[src/rtl/ucode_sequencer.sv]
// Two-address microcode sequencer: state register plus writable control store.
// Each enabled cycle loads nst or nsf of the current word depending on the selected condition.
module ucode_sequencer #(
    parameter int ADDR_W = 3,
    parameter int CTRL_W = 4
) (
    input  logic                           clk,
    input  logic                           reset,
    input  logic                           en,
    input  logic                           cond,
    output logic [1:0]                     sel,
    output logic [CTRL_W-1:0]              ctrl,
    output logic [ADDR_W-1:0]              state,
    output logic                           busy,
    input  logic                           wr_en,
    input  logic [ADDR_W-1:0]              wr_addr,
    input  logic [2+2*ADDR_W+CTRL_W-1:0]   wr_data
);

    localparam int DEPTH = 1 << ADDR_W;

    localparam logic [1:0] SEL_GO   = 2'b00;
    localparam logic [1:0] SEL_DONE = 2'b01;
    localparam logic [1:0] SEL_AX   = 2'b10;
    localparam logic [1:0] SEL_ONE  = 2'b11;

    typedef struct packed {
        logic [1:0]        sel;
        logic [ADDR_W-1:0] nsf;
        logic [ADDR_W-1:0] nst;
        logic [CTRL_W-1:0] ctrl;
    } uword_t;

    uword_t store [DEPTH];
    uword_t cur;

    // Count-ones program; ctrl bit0 LD, bit1 SH, bit2 INC, bit3 DN.
    function automatic uword_t default_word(input int idx);
        uword_t w;
        w     = '0;
        w.sel = SEL_ONE;
        case (idx)
            0: begin
                w.sel = SEL_GO;
                w.nsf = ADDR_W'(0);
                w.nst = ADDR_W'(1);
            end
            1: begin
                w.nsf     = ADDR_W'(1);
                w.nst     = ADDR_W'(2);
                w.ctrl[0] = 1'b1;
            end
            2: begin
                w.sel = SEL_DONE;
                w.nsf = ADDR_W'(3);
                w.nst = ADDR_W'(5);
            end
            3: begin
                w.sel = SEL_AX;
                w.nsf = ADDR_W'(4);
                w.nst = ADDR_W'(6);
            end
            4: begin
                w.nsf     = ADDR_W'(2);
                w.nst     = ADDR_W'(2);
                w.ctrl[1] = 1'b1;
            end
            5: begin
                w.sel     = SEL_GO;
                w.nsf     = ADDR_W'(0);
                w.nst     = ADDR_W'(5);
                w.ctrl[3] = 1'b1;
            end
            6: begin
                w.nsf     = ADDR_W'(4);
                w.nst     = ADDR_W'(4);
                w.ctrl[2] = 1'b1;
            end
            default: begin
                w.nsf = ADDR_W'(0);
                w.nst = ADDR_W'(0);
            end
        endcase
        return w;
    endfunction

    assign cur   = store[state];
    assign sel   = cur.sel;
    assign ctrl  = cur.ctrl;
    assign busy  = (state != '0);

    // The step decodes the pre-edge word, so a write to the current entry
    // only takes effect on the next visit.
    always_ff @(posedge clk) begin
        if (reset) begin
            state <= '0;
            for (int i = 0; i < DEPTH; i++)
                store[i] <= default_word(i);
        end else begin
            if (en)
                state <= cond ? cur.nst : cur.nsf;
            if (wr_en)
                store[wr_addr] <= uword_t'(wr_data);
        end
    end

endmodule

[config.mk]
export PLATFORM = sky130hd
export DESIGN_NAME = ucode_sequencer
export DESIGN_NICKNAME = d
export VERILOG_FILES = /design/src/rtl/ucode_sequencer.sv
export SDC_FILE = /design/constraint.sdc
export NUM_CORES = 1
export LEC_CHECK = 0
export CORE_AREA = 5 5 114 116
export DETAILED_ROUTE_END_ITERATION = 10
export DIE_AREA = 0 0 119 121
export GPL_TIMING_DRIVEN = 0
export PLACE_DENSITY = 0.65
export SYNTH_ARGS = -nofsm -noshare
export SYNTH_HDL_FRONTEND = slang
export SYNTH_SLANG_ARGS = --single-unit
[constraint.sdc]
create_clock -name clk -period 2.24 [get_ports clk]
set_input_delay 0.672 -clock clk [delete_from_list [all_inputs] [get_ports clk]]
set_output_delay 0.672 -clock clk [all_outputs]
set_load 0.05 [all_outputs]
* After elaboration in Yosys (flattened, before gate mapping)
Memory sizes are Yosys's and may differ from the RTL's. A register that Yosys moved wholly into a read port is not among the register bits.
Cells that the tools add are included.
** Operators by class
- Multiplexer cells :: 20
- Reduce and logical (&&, ||, !) cells :: 2
** Operators with widths (count)
- two-way mux 6 bit :: 4
- two-way mux 8 bit :: 3
- two-way mux 12 bit :: 1
- two-way mux 3 bit :: 4
- OR reduction 12 bit :: 1
- two-way mux 9 bit :: 1
- two-way mux 1 bit :: 7
- nonzero test 3 bit :: 1
** Word-level totals
- Memories :: 1
- Output and inout bits :: 10
- Logic and storage cells :: 24
- Bits in writable memories :: 96
- Register bits after elaboration :: 3
- Input port bits :: 20
** Memory list
- store :: depth 8, bits a word 12, rd ports 1, clocked after Yosys merged registers in 1, write ports 8, RTL line 34 : uword_t store [DEPTH];

* Longest topological paths before layout
- Depth in word-level cells :: 5
- Gate-level depth with buffers :: 7
- Gate-level depth less buffers :: 4

* Worst setup path before layout
No wires, ideal clock.
- Path kind :: reg-to-output
- From :: register (tool-made name)
- To :: output port ctrl[0]
- Required time :: 1.568 ns
- Buffers on the path :: 2
- Cell stages (with the launch flop) :: 5
- Data arrival time :: 1.387 ns
- Slack :: 0.181 ns
- Cell sequence :: dfxtp_1 buf_6 buf_12 mux4_2 mux2_4
** RTL lines
- end, declared :: RTL line 12 : output logic [CTRL_W-1:0] ctrl,

==> impl_metrics.toml <==
[run_status]
status = "finished, violations left"
violations = "negative setup slack"

[route]
wl_per_cell_um = 22.6
avgViaCountPerCell = 5.48
firstDrtPassIters = 4
drc_errors = 0
via_count = 2878
drt_wl_total_um = 11900
drtIter0Drc = 371
drtAntennaViolNets = 0

[sta]
slew_viol_final = 0
finalSetupTns_ps = -1800
rsz0062_at_grt = "yes"
worst_pin_slew_ps = 550
worst_slack_ps = -312
relSlewSlack_pct = 63.4
max_clock_freq_mhz = 392
post-route-min-period_ps = 2550
fin_crit_sh_pct = 114
hold_violations = 0
setup-violations-final = 6
finClkSkew_ps = 9.70

[cells_and_area]
area_growth_pct = 23.0
layout_common_cells = "96 x edfxtp_1, 66 x and2_1, 25 x or3_1, 24 x mux2i_1, 17 x clkdlybuf4s50_1"
multi_input_area_sq_mm = 0.00163
n_antenna_cell = 0
fin_cells = 525
final_common_cell = "edfxtp_1"
layout.nets = 394
nFillCells = 1019
ff_latch_area_sq_mm = 0.00301
drive_gt1_share_pct = 23.3

[floorplan]
die_y_um = 121
num_rows = 40
io_pins = 30
initial_core_util_pct = 39.5
dieArea_sq_mm = 0.0144
core-area_sq_mm = 0.0118
die_w_um = 119

[critical_path]
crit_path_start_kind = "flip-flop"
worstPathMaxFanout = 5
cp-end-kind = "primary output"
critPathArrivalTime_ps = 1880
criticalPathCategory = "reg -> out"
reg2regPathDepth = 6
r2r_setup_slack_ps = 680
cp.required_ps = 1570

[synth]
synthCells = 315
synth_edf_count = 96
netlist_area_sq_mm = 0.00466
syn_nets = 335
yosysWarningCount = 0
ys_seq_area_share_pct = 64.4
synthFlopType = "edfxtp_1"
async_flop_share_pct = 0
ys_types = 31
postSynthAreaPerCell_sq_um = 14.8
synth-seq-cells = 102

[hold_path]
hold_start = "state[1]"
hold_path_class = "reg -> reg"
hold_path_depth = 2

[cts]
cts_made_buffers = 9
cts_tree = "built"
root_buffer = "clkbuf_16"
cts-hold-fix-buffers = 0
clockBufferDepth = 2
clock-sinks = 102
htreeDepth = 3
clk_latency_ps = 350
path_clk_slew_ps = 60

[job]
cap_violations = 0

[grt]
overflow = 0
grt_max_degree = 16
grt_pass1_wl_um = 17900
antenna_found_initial = 0
grt_usage_pct = 17.1
grt_pass1_vias = 2921

[pwr]
p_leak_uw = 0.00204
ir_drop_mv = 0.391
powerDensity_mw_per_mm2 = 834

[place]
placed_cells = 491
detailed_place_hpwl_um = 7150
gp_congestion = 0.819
port-buffer-count = 29
## per-layer routing
layer  vias up  share of wire (%)  GRT usage [%]
met4         0                1.6           6.59
met3        16                5.0           2.28
met1      1466                 44           22.5
met5         -                  0              0
met2       105                 49           28.8
li1       1291                  -              -
## Yosys cell counts (all sizes together), types with 6 or more instances
library cell   n  area [sq um]
mux2i         24           240
or2            8          50.1
edfxtp        96          2880
nand2         13          48.8
or3           25           156
clkbuf         8          31.3
mux2           6          90.1
a22oi          6          45.0
nor2           8          30.0
nand2b         8          50.1
dfxtp          6           120
and2          67           420
nand3          6          30.0
mux4          12           293
buf            8          75.1
## state kept, by name (all words and copies together) (netlist names), named ones only
signal and cells:
state 3, store 96
## report_power, final
part           internal, uW  leakage [uW]  switching [uW]
combinational           452      0.000917             551
clock                   853      0.000135             663
sequential             2210      0.000983            49.8
total                  3520       0.00204            1260
## metrics by stage
stage          util, %  hold slack, ps  setup slack, ps  area (sq um)  power, uW
2_1_floorplan        -             575              181          4660       2880
3_3_place_gp      43.5             520            -1250          5140       3170
3_5_place_dp      43.5             517            -1250          5140       3180
4_1_cts           48.0             518             -336          5670       4780
5_1_grt           48.6             565             -378          5740       4920
6_report          48.6             517             -312          5740       4780
## how the worst max path moves through the flow
stage	slack, ps	endpoint
2_1_floorplan	180	ctrl[0]
6_report	-310	sel[1]
5_1_grt	-380	ctrl[2]
3_5_place_dp	-1250	store[1][0]
3_3_place_gp	-1250	store[1][0]
4_1_cts	-340	sel[0]
## what timing repair did
action | 4_1_cts | 5_1_grt
setup buffers | 9 | 6
cloned | 4 | 0
gates resized for setup | 91 | 8
setup endpoints to repair | 126 | 135
endpoints found under the hold margin | 0 | 0
pin swaps | 4 | 3
## worst max-delay path, cell delays in order (launching register included)
cell and delay, ps:
dfxtp_2 340, buf_8 130, buf_12 130, mux4_2 490, mux2_4 290, buf_8 150
## logic make-up after synthesis
logic type / after synthesis / share of synthesized area (%)
buffers and inverters: 16 / 2.28
AO/OA/AOI/OAI: 9 / 1.29
flip-flops: 102 / 64.4
AND/OR/NAND/NOR: 146 / 18.7
multiplexers: 42 / 13.4
## final cells by class
| type | count | share of cell area [%] |
|---|---|---|
| clock buffers | 10 | 3.99 |
| multi-input cells | 200 | 28.5 |
| clock inverters | 5 | 0.872 |
| plain buffers | 16 | 2.31 |
| repair buffers | 45 | 8.81 |
| well taps | 147 | 3.20 |
| flip-flops and latches | 102 | 52.4 |
(Power assumes the default switching activity.)
